`src/rtl/sprite_rom_square.sv`:
```
// 2x2 sprite renderer: a fixed reference marker plus an offset-shifted copy,
// both looked up in a 4-entry colour ROM and registered to q with pixel_pos.
module sprite_rom_square #(
    parameter logic [10:0] BASE_ROW = 11'd100,
    parameter logic [10:0] BASE_COL = 11'd100,
    parameter logic [11:0] COLOR_A  = 12'hF00,
    parameter logic [11:0] COLOR_B  = 12'h0F0,
    parameter logic [11:0] COLOR_BG = 12'h000
) (
    input  logic        clk,
    input  logic        rst_n,
    input  logic [10:0] row,
    input  logic [10:0] column,
    input  logic [10:0] row_offset,
    input  logic [10:0] column_offset,
    output logic [43:0] pixel_pos,
    output logic [11:0] q
);

    localparam logic [10:0] BASE_ROW_1 = BASE_ROW + 11'd1;
    localparam logic [10:0] BASE_COL_1 = BASE_COL + 11'd1;

    logic [10:0] top;
    logic [10:0] bottom;
    logic [10:0] left;
    logic [10:0] right;

    logic        shift_row_hit;
    logic        shift_col_hit;
    logic        base_row_hit;
    logic        base_col_hit;
    logic [1:0]  shift_idx;
    logic [1:0]  base_idx;
    logic [11:0] q_next;

    function automatic logic [11:0] rom_lookup(input logic [1:0] idx);
        logic [11:0] color;
        case (idx)
            2'b00:   color = COLOR_A;
            2'b01:   color = COLOR_B;
            2'b10:   color = COLOR_B;
            default: color = COLOR_A;
        endcase
        return color;
    endfunction

    // Offsets are two's complement, so plain 11-bit addition wraps correctly
    // and a footprint straddling 2047->0 still matches by equality.
    always_comb begin
        top    = BASE_ROW + row_offset;
        bottom = BASE_ROW_1 + row_offset;
        left   = BASE_COL + column_offset;
        right  = BASE_COL_1 + column_offset;
    end

    always_comb begin
        shift_row_hit = (row == top) || (row == bottom);
        shift_col_hit = (column == left) || (column == right);
        shift_idx     = {row == bottom, column == right};

        base_row_hit  = (row == BASE_ROW) || (row == BASE_ROW_1);
        base_col_hit  = (column == BASE_COL) || (column == BASE_COL_1);
        base_idx      = {row == BASE_ROW_1, column == BASE_COL_1};

        q_next = COLOR_BG;
        if (shift_row_hit && shift_col_hit) begin
            q_next = rom_lookup(shift_idx);
        end else if (base_row_hit && base_col_hit) begin
            q_next = rom_lookup(base_idx);
        end
    end

    always_ff @(posedge clk or negedge rst_n) begin
        if (!rst_n) begin
            q         <= 12'h000;
            pixel_pos <= 44'h0;
        end else begin
            q         <= q_next;
            pixel_pos <= {right, left, bottom, top};
        end
    end

endmodule

```
`config.mk`:
```
export PLATFORM = sky130hd
export DESIGN_NAME = sprite_rom_square
export DESIGN_NICKNAME = d
export VERILOG_FILES = /design/src/rtl/sprite_rom_square.sv
export SDC_FILE = /design/constraint.sdc
export NUM_CORES = 1
export LEC_CHECK = 0
export BUFFER_PORTS_ARGS = -buffer_cell sky130_fd_sc_hd__buf_2
export CORE_AREA = 5 5 86 88
export CTS_CLUSTER_DIAMETER = 200
export DETAILED_ROUTE_END_ITERATION = 10
export DIE_AREA = 0 0 91 93
export GPL_ROUTABILITY_DRIVEN = 1
export PLACE_DENSITY_LB_ADDON = 0.05
export RECOVER_POWER = 50
export SLEW_MARGIN = 20
export SYNTH_ARGS = -nofsm -noshare
export SYNTH_HDL_FRONTEND = slang
export SYNTH_SLANG_ARGS = --single-unit
```
`constraint.sdc`:
```
create_clock -name clk -period 0.8 [get_ports clk]
set_clock_uncertainty 0.15 [all_clocks]
set_input_delay 0.16 -clock clk [delete_from_list [all_inputs] [get_ports clk]]
set_output_delay 0.16 -clock clk [all_outputs]
set_load 0.02 [all_outputs]
```
==> flow_metrics.tcl, run 1 <==
set metrics [dict create \
    drc 0 \
    async_flop_share_pct 100 \
    powerDensity_mw_per_mm2 1290 \
    cp_max_fo 6 \
    power_switching_uw 2270 \
    post-route-period-util_pct 264 \
    path_clk_slew_ns 0.09 \
    hold_viol 2 \
    port_buffers 97 \
    initial_utilization_pct 44.7 \
    diodes 0 \
    p_sw_share_pct 32.0 \
    fillers 352 \
    dieArea_sq_mm 0.00846 \
    grt_pass1_wl_microns 14500 \
    clock_path_buffers 2 \
    combPwrFrac_pct 41.9 \
    max_cap_violations 0 \
    drive_gt1_share_pct 60.5 \
    multi_input_area_sq_mm 0.00207 \
    final_max_slew_viol_count 0 \
    rsz0062_at_grt "yes" \
    grt_pass1_vias 2958 \
    post-place-ws_ns -1.62 \
    netlist.top_cell.by_area "dfrtp_1" \
    synth_top_area_share_pct 39.2 \
    fin_ws_ns -1.31 \
    synth_edf_count 0 \
    hold_buffers 4 \
    clkPwrFrac_pct 20.9 \
    hpwl_microns 6390 \
    cp_cell_sequence "buf_2 > buf_4 > xnor2_1 > xnor2_1 > or4_4 > a211oi_4 > o22ai_2 > a221o_1" \
    finalWirelength_microns 10100 \
    grt_max_degree 25 \
    fin_tns_setup_ns -27.51 \
    critPathTopFamily "compound AO/OA/AOI/OAI gates" \
    h-tree-depth 2 \
    synth_area_leaders "dfrtp_1 39%, xnor2_1 12%, xor2_1 9.0%" \
    slowest_delay_ns 0.55 \
    syn2layout_area_growth_pct 87.4 \
    p_int_uw 4810 \
    vdd_drop_max_mv 0.966 \
    critPathKind "primary input to flop" \
    min-delay-start "row_offset[1]" \
    drtAntennaViolNets 0 \
    status "finished, violations left" \
    cts.sinks 46 \
    crit_top_cell "xnor2_1" \
    overflow 0 \
    seq_area_frac_synth_pct 39.2 \
    viasPerCell 5.01 \
    drtIter0Drc 61 \
    cts_buffers 5 \
    rows 30 \
    hold_class "primary input to flop" \
    synthTopCellsByCount "46 x dfrtp_1, 41 x xnor2_1, 30 x xor2_1" \
    seqCellArea_sq_mm 0.00115 \
    required_ns 0.84 \
    synth_warnings 0 \
    core_area_sq_mm 0.00657 \
    ys_types 57 \
    violations "hold timing, setup timing" \
    worstSetupStartpointType "primary input" \
    antenna_found_initial 0 \
    end_kind "flop" \
    place_congestion 0.881 \
    critPathArrivalTime_ns 2.15 \
    yosys.cell_count.top_type "dfrtp_1" \
    cts_tree "built" \
    wl_per_cell_microns 17.7 \
    final-setup-viol-count 83 \
    synthFlopType "dfrtp_1" \
    finalCriticalPeriod_ns 2.11 \
    drtPass1Iterations 4 \
    crit_slowest_cell "or4_4" \
    avgSynthCellArea_sq_um 10.6 \
    ios 102 \
    die_w_microns 91 \
    p_leak_uw 0.00255 \
    die_h_microns 93 \
    holdWs_ns -0.0723 \
    startpoint "column_offset[5]" \
    synth_area_sq_mm 0.00293 \
    seq_power_share_pct 37.2 \
    critPathBufInv 2 \
    ys_seq_elements 46 \
    root_buffer "clkbuf_8" \
    fin_nets 539 \
    max_freq_mhz 474 \
    vias 2845 \
    synthCells 278 \
    track_usage_pct 21.2 \
]
[final cells by class]
cell class                      count  area share (%)
Clock buffer                        7            1.57
Clock inverter                      1          0.0910
Inverter                            8           0.592
Multi-Input combinational cell    201            37.7
Sequential cell                    46            21.0
Tap cell                           80            1.82
Timing Repair Buffer              225            37.3
[power groups by stage]
stage	combinational, uW	clock, uW	sequential (uW)
floorplan	957	0	2910
global placement	2210	0	2620
detailed placement	2230	0	2620
CTS	2770	1510	2630
global route	3130	1620	2660
finish	2970	1480	2640
[kinds of logic after synthesis]
| kind of cell | after synthesis | synth area share [%] |
|---|---|---|
| multiplexers | 1 | 0.341 |
| flip-flops | 46 | 39.2 |
| buffers and inverters | 34 | 7.08 |
| AND/OR/NAND/NOR | 70 | 14.2 |
| XOR/XNOR | 76 | 25.0 |
| other | 1 | 0.128 |
| AO/OA/AOI/OAI | 44 | 11.4 |
| adder cells (fa/ha/maj) | 6 | 2.56 |
[cell usage in the layout (no fill, tap or decap), types with 3 or more instances in the layout]
cell type,count
buf_6,92
buf_4,83
dfrtp_1,45
buf_2,35
xnor2_1,31
xor2_1,29
a21oi_4,9
nand2_1,9
xnor2_2,9
clkbuf_8,6
buf_12,6
inv_1,5
nor2_1,5
ha_4,5
nor2_4,4
nand2_4,4
nand3_1,4
o21ai_0,4
nand4_1,4
nor3_1,4
a21oi_1,4
conb_1,4
and3_1,3
nor3b_1,3
clkbuf_1,3
buf_8,3
[metrics by stage]
step	std cells	cell area, sq um	total power (uW)	utilization (%)	hold WS [ns]
2_1_floorplan	281	3210	3870	-	-0.286
3_3_place_gp	535	4350	4830	66.3	0.0235
3_5_place_dp	535	4350	4850	66.3	0.0214
4_1_cts	559	5270	6910	80.2	-0.157
5_1_grt	568	5500	7400	83.7	-0.0912
6_report	568	5500	7080	83.7	-0.0723
[worst paths after layout]
path / to / slack, ns / depth (start not counted)
setup / recovery: q[7] / -1.31 / 8
hold / removal: pixel_pos[1] / -0.07 / 1
max in group asynchronous: q[10] / 0.10 / 3
min in group asynchronous: pixel_pos[35] / 0.24 / 3
[per-layer routing]
layer	global-route usage, %	vias up	wire length [microns]
met5	0	-	0
met4	7.21	0	326
met3	2.82	24	372
met2	42.4	77	5840
met1	22.3	1386	3540
li1	-	1358	-
[registers in the layout (all words and copies together), names as in the netlist]
| register | flops |
|---|---|
| q | 2 |
| pixel_pos | 44 |
[repair_timing]
action,in CTS,in global routing
gates resized for setup,187,41
buffers inserted,15,18
endpoints found under the setup margin,82,85
pin swaps,23,25
hold endpoints to repair,56,6
Power figures use the tool's default switching activity.
==> inputs of run 2 (changes only) <==
CORE_AREA = 2 2 83 85   (was 5 5 86 88)
CTS_BUF_LIST = sky130_fd_sc_hd__clkbuf_4   (was default)
DIE_AREA = 0 0 85 87   (was 0 0 91 93)
SLEW_MARGIN = default   (was 20)
==> flow_metrics.tcl, run 2 (synthesized netlist as in run 1, its figures left out) <==
set metrics [dict create \
    critPathArrivalTime_ns 2.10 \
    rows 30 \
    initial_utilization_pct 44.7 \
    post-place-ws_ns -1.63 \
    hold_viol 14 \
    core_area_sq_mm 0.00657 \
    root_buffer "clkbuf_4" \
    combPwrFrac_pct 45.1 \
    fillers 331 \
    drive_gt1_share_pct 62.2 \
    hold_buffers 3 \
    p_total_uw 6820 \
    port_buffers 97 \
    fin_ws_ns -1.21 \
    hold_class "primary input to flop" \
    vias 3003 \
    cts.sinks 46 \
    p_int_uw 4550 \
    path_clk_slew_ns 0.13 \
    cts_tree "built" \
    max_freq_mhz 497 \
    vdd_drop_max_mv 0.866 \
    fin_nets 562 \
    power_switching_uw 2270 \
    wl_per_cell_microns 17.4 \
    slew_headroom_pct 63.4 \
    diodes 0 \
    grt_max_degree 26 \
    p_sw_share_pct 33.3 \
    finalWirelength_microns 10300 \
    antenna_found_initial 0 \
    final_cell_mix "113 x buf_6, 87 x buf_4, 45 x dfrtp_1" \
    largest_register_ffs 44 \
    overflow 0 \
    cp_max_fo 5 \
    drtIter0Drc 108 \
    powerDensity_mw_per_mm2 1210 \
    drtAntennaViolNets 0 \
    clkPwrFrac_pct 16.2 \
    dieArea_sq_mm 0.00740 \
    seq_power_share_pct 38.7 \
    final-setup-viol-count 82 \
    drc 0 \
    hpwl_microns 6390 \
    worst_slew_pin_slew_ns 0.541 \
    grt_pass1_vias 3179 \
    worstSetupStartpointType "primary input" \
    track_usage_pct 26.3 \
    post-route-period-util_pct 251 \
    final_common_cell "buf_6" \
    final_max_slew_viol_count 0 \
    h-tree-depth 2 \
    drtPass1Iterations 4 \
    grt_pass1_wl_microns 15300 \
    top_register "pixel_pos" \
    viasPerCell 5.08 \
    place_congestion 0.875 \
    violations "hold timing, setup timing" \
    die_h_microns 87 \
    ios 102 \
    required_ns 0.89 \
    clock_path_buffers 2 \
    finalCriticalPeriod_ns 2.01 \
    status "finished, violations left" \
    syn2layout_area_growth_pct 93.0 \
    critPathKind "primary input to flop" \
    p_leak_uw 0.00263 \
    max_cap_violations 0 \
    holdWs_ns -0.221 \
    cts_buffers 5 \
    rsz0062_at_grt "yes" \
    end_kind "flop" \
    largest_registers "pixel_pos: 44 flops, q: 2 flops" \
    die_w_microns 85 \
]
run 2: cell types whose count changed in the layout (fill, tap and decap cells not counted), sizes merged:
cell          delta
buf             +20
clkbuf           +3
dlymetal6s4s     -2
clkinv           +1
dlygate4sd3      +1
run 2: final timing paths:
path                               start       endpoint  slack [ns]  depth (start not counted)
min                        row_offset[0]   pixel_pos[0]       -0.22                          1
max in group asynchronous          rst_n          q[10]        0.09                          3
min in group asynchronous          rst_n  pixel_pos[25]        0.19                          3
max                        row_offset[6]           q[7]       -1.21                          9
run 2: final cells by class:
| cell class | instances | area [sq um] | area share (%) |
|---|---|---|---|
| inverter | 8 | 32.5 | 0.574 |
| sequential | 46 | 1150 | 20.3 |
| multi-input combinational | 201 | 2040 | 36.1 |
| tap | 80 | 100 | 1.77 |
| clock inverter | 2 | 8.76 | 0.155 |
| clock buffer | 6 | 45.0 | 0.795 |
| timing repair buffer | 248 | 2280 | 40.3 |
run 2: timing repair:
action	4_1_cts	5_1_grt
endpoints found under the setup margin	80	78
hold endpoints to repair	65	17
pin swaps	34	27
buffers inserted	24	19
resized for setup	213	42
run 2: power groups by stage:
stage	registers [uW]	clock network (uW)	logic [uW]
floorplan	2910	0	957
global placement	2620	0	2240
detailed placement	2620	0	2270
CTS	2630	1120	2890
global route	2660	1210	3260
finish	2640	1110	3080
run 2: critical path: stages:
cell and delay, ns:
buf_2 0.16, buf_4 0.16, xor2_2 0.22, xor2_1 0.28
a22o_1 0.18, o2111ai_1 0.13, a211oi_2 0.30, and3b_2 0.25
a221o_1 0.26
run 2: per-layer routing:
layer / up-vias / global-route usage [%] / share of wire, %
li1: 1401 / - / -
met1: 1484 / 28.2 / 36
met2: 92 / 51.5 / 58
met3: 26 / 3.60 / 3.1
met4: 0 / 10.7 / 2.8
met5: - / 0 / 0
run 2: per-stage QoR:
| step | cells | util (%) | area (sq um) | hold WS [ns] | setup TNS [ns] |
|---|---|---|---|---|---|
| 6_report | 591 | 86.2 | 5660 | -0.221 | -30.23 |
| 3_3_place_gp | 549 | 67.9 | 4460 | 0.00587 | -21.11 |
| 5_1_grt | 591 | 86.2 | 5660 | -0.248 | -32.46 |
| 4_1_cts | 580 | 83.5 | 5490 | -0.246 | -28.26 |
| 2_1_floorplan | 281 | - | 3210 | -0.286 | -10.27 |
| 3_5_place_dp | 549 | 67.9 | 4460 | 0.00439 | -21.79 |
==> inputs of run 3 (changes only) <==
HOLD_SLACK_MARGIN = 0.1   (was default)
==> flow_metrics.tcl, run 3 (synthesized netlist as in run 1, its figures left out) <==
set metrics [dict create \
    status "finished, violations left" \
    violations "hold timing, setup timing" \
    wl_per_cell_microns 17.1 \
    largest_registers "pixel_pos: 44 flops, q: 2 flops" \
    post-route-period-util_pct 254 \
    final_max_slew_viol_count 0 \
    drtAntennaViolNets 0 \
    fin_tns_setup_ns -29.83 \
    hold_buffers 2 \
    vias 2981 \
    p_total_uw 6850 \
    diodes 0 \
    hpwl_microns 6390 \
    drtIter0Drc 136 \
    max_freq_mhz 492 \
    largest_register_ffs 44 \
    powerDensity_mw_per_mm2 1200 \
    final_common_cell "buf_6" \
    end_kind "flop" \
    core_area_sq_mm 0.00657 \
    rows 30 \
    grt_pass1_vias 3147 \
    worst_slew_pin_slew_ns 0.542 \
    cts_buffers 5 \
    top_register "pixel_pos" \
    startpoint "row_offset[3]" \
    root_buffer "clkbuf_4" \
    hold_class "primary input to flop" \
    fin_nets 559 \
    p_leak_uw 0.00263 \
    clock_path_buffers 2 \
    slew_headroom_pct 63.3 \
    finalCriticalPeriod_ns 2.03 \
    ios 102 \
    vdd_drop_max_mv 0.889 \
    holdWs_ns -0.217 \
    die_h_microns 87 \
    h-tree-depth 2 \
    finalWirelength_microns 10100 \
    drive_gt1_share_pct 63.4 \
    die_w_microns 85 \
    viasPerCell 5.07 \
    antenna_found_initial 0 \
    required_ns 0.89 \
    min-delay-start "row_offset[0]" \
    place_congestion 0.875 \
    grt_pass1_wl_microns 15100 \
    fin_ws_ns -1.23 \
    dieArea_sq_mm 0.00740 \
    critPathKind "primary input to flop" \
    critPathArrivalTime_ns 2.12 \
    syn2layout_area_growth_pct 94.4 \
    cp_max_fo 4 \
    final-setup-viol-count 79 \
    hold_viol 18 \
    initial_utilization_pct 44.7 \
    cts_tree "built" \
    grt_max_degree 26 \
    path_clk_slew_ns 0.13 \
    rsz0062_at_grt "yes" \
    track_usage_pct 26.1 \
    finish.utilization_pct 86.8 \
    drtPass1Iterations 4 \
    cts.sinks 46 \
    final_cell_mix "112 x buf_6, 85 x buf_4, 45 x dfrtp_1" \
    max_cap_violations 0 \
    worstSetupStartpointType "primary input" \
    drc 0 \
    overflow 0 \
    port_buffers 97 \
]
run 3: routing by layer:
metal	routed length (microns)	vias up	GRT usage [%]
li1	-	1390	-
met1	3600	1482	28.2
met2	5870	81	51.6
met3	295	28	3.13
met4	282	0	9.81
met5	0	-	0
run 3: layout make-up:
class / count / area (sq um)
multi-input cells: 201 / 2080
well taps: 80 / 100
repair buffers: 245 / 2290
flip-flops and latches: 46 / 1150
inverters: 8 / 32.5
fillers: 337 / 865
clock buffers: 6 / 45.0
clock inverters: 2 / 8.76
run 3: report_power, final:
group,switching (uW),internal (uW)
registers,105,2530
logic,1420,1680
clock network,750,366
total,2270,4580
run 3: through the flow:
step / cell area, sq um / setup slack, ns / instances
finish: 5700 / -1.23 / 588
global route: 5700 / -1.39 / 588
CTS: 5480 / -1.24 / 579
detailed placement: 4460 / -1.63 / 549
global placement: 4460 / -1.60 / 549
floorplan: 3210 / -1.47 / 281
run 3: final timing paths:
check,end,slack (ns),cells after the start
worst max-delay path,q[7],-1.23,8
worst min-delay path,pixel_pos[0],-0.22,1
max in group asynchronous,pixel_pos[1],0.19,3
min in group asynchronous,pixel_pos[36],0.14,3
run 3: critical path: stages:
cell      delay, ns
buf_12         0.12
buf_6          0.11
a311oi_4       0.30
xnor2_1        0.20
or3b_1         0.43
a211oi_4       0.29
and3b_2        0.24
a221o_1        0.27
run 3: timing repair:
action,in CTS,in global routing
setup endpoints to repair,80,78
hold endpoints to repair,81,33
pin swaps,34,26
setup buffers,24,17
resized for setup,213,44
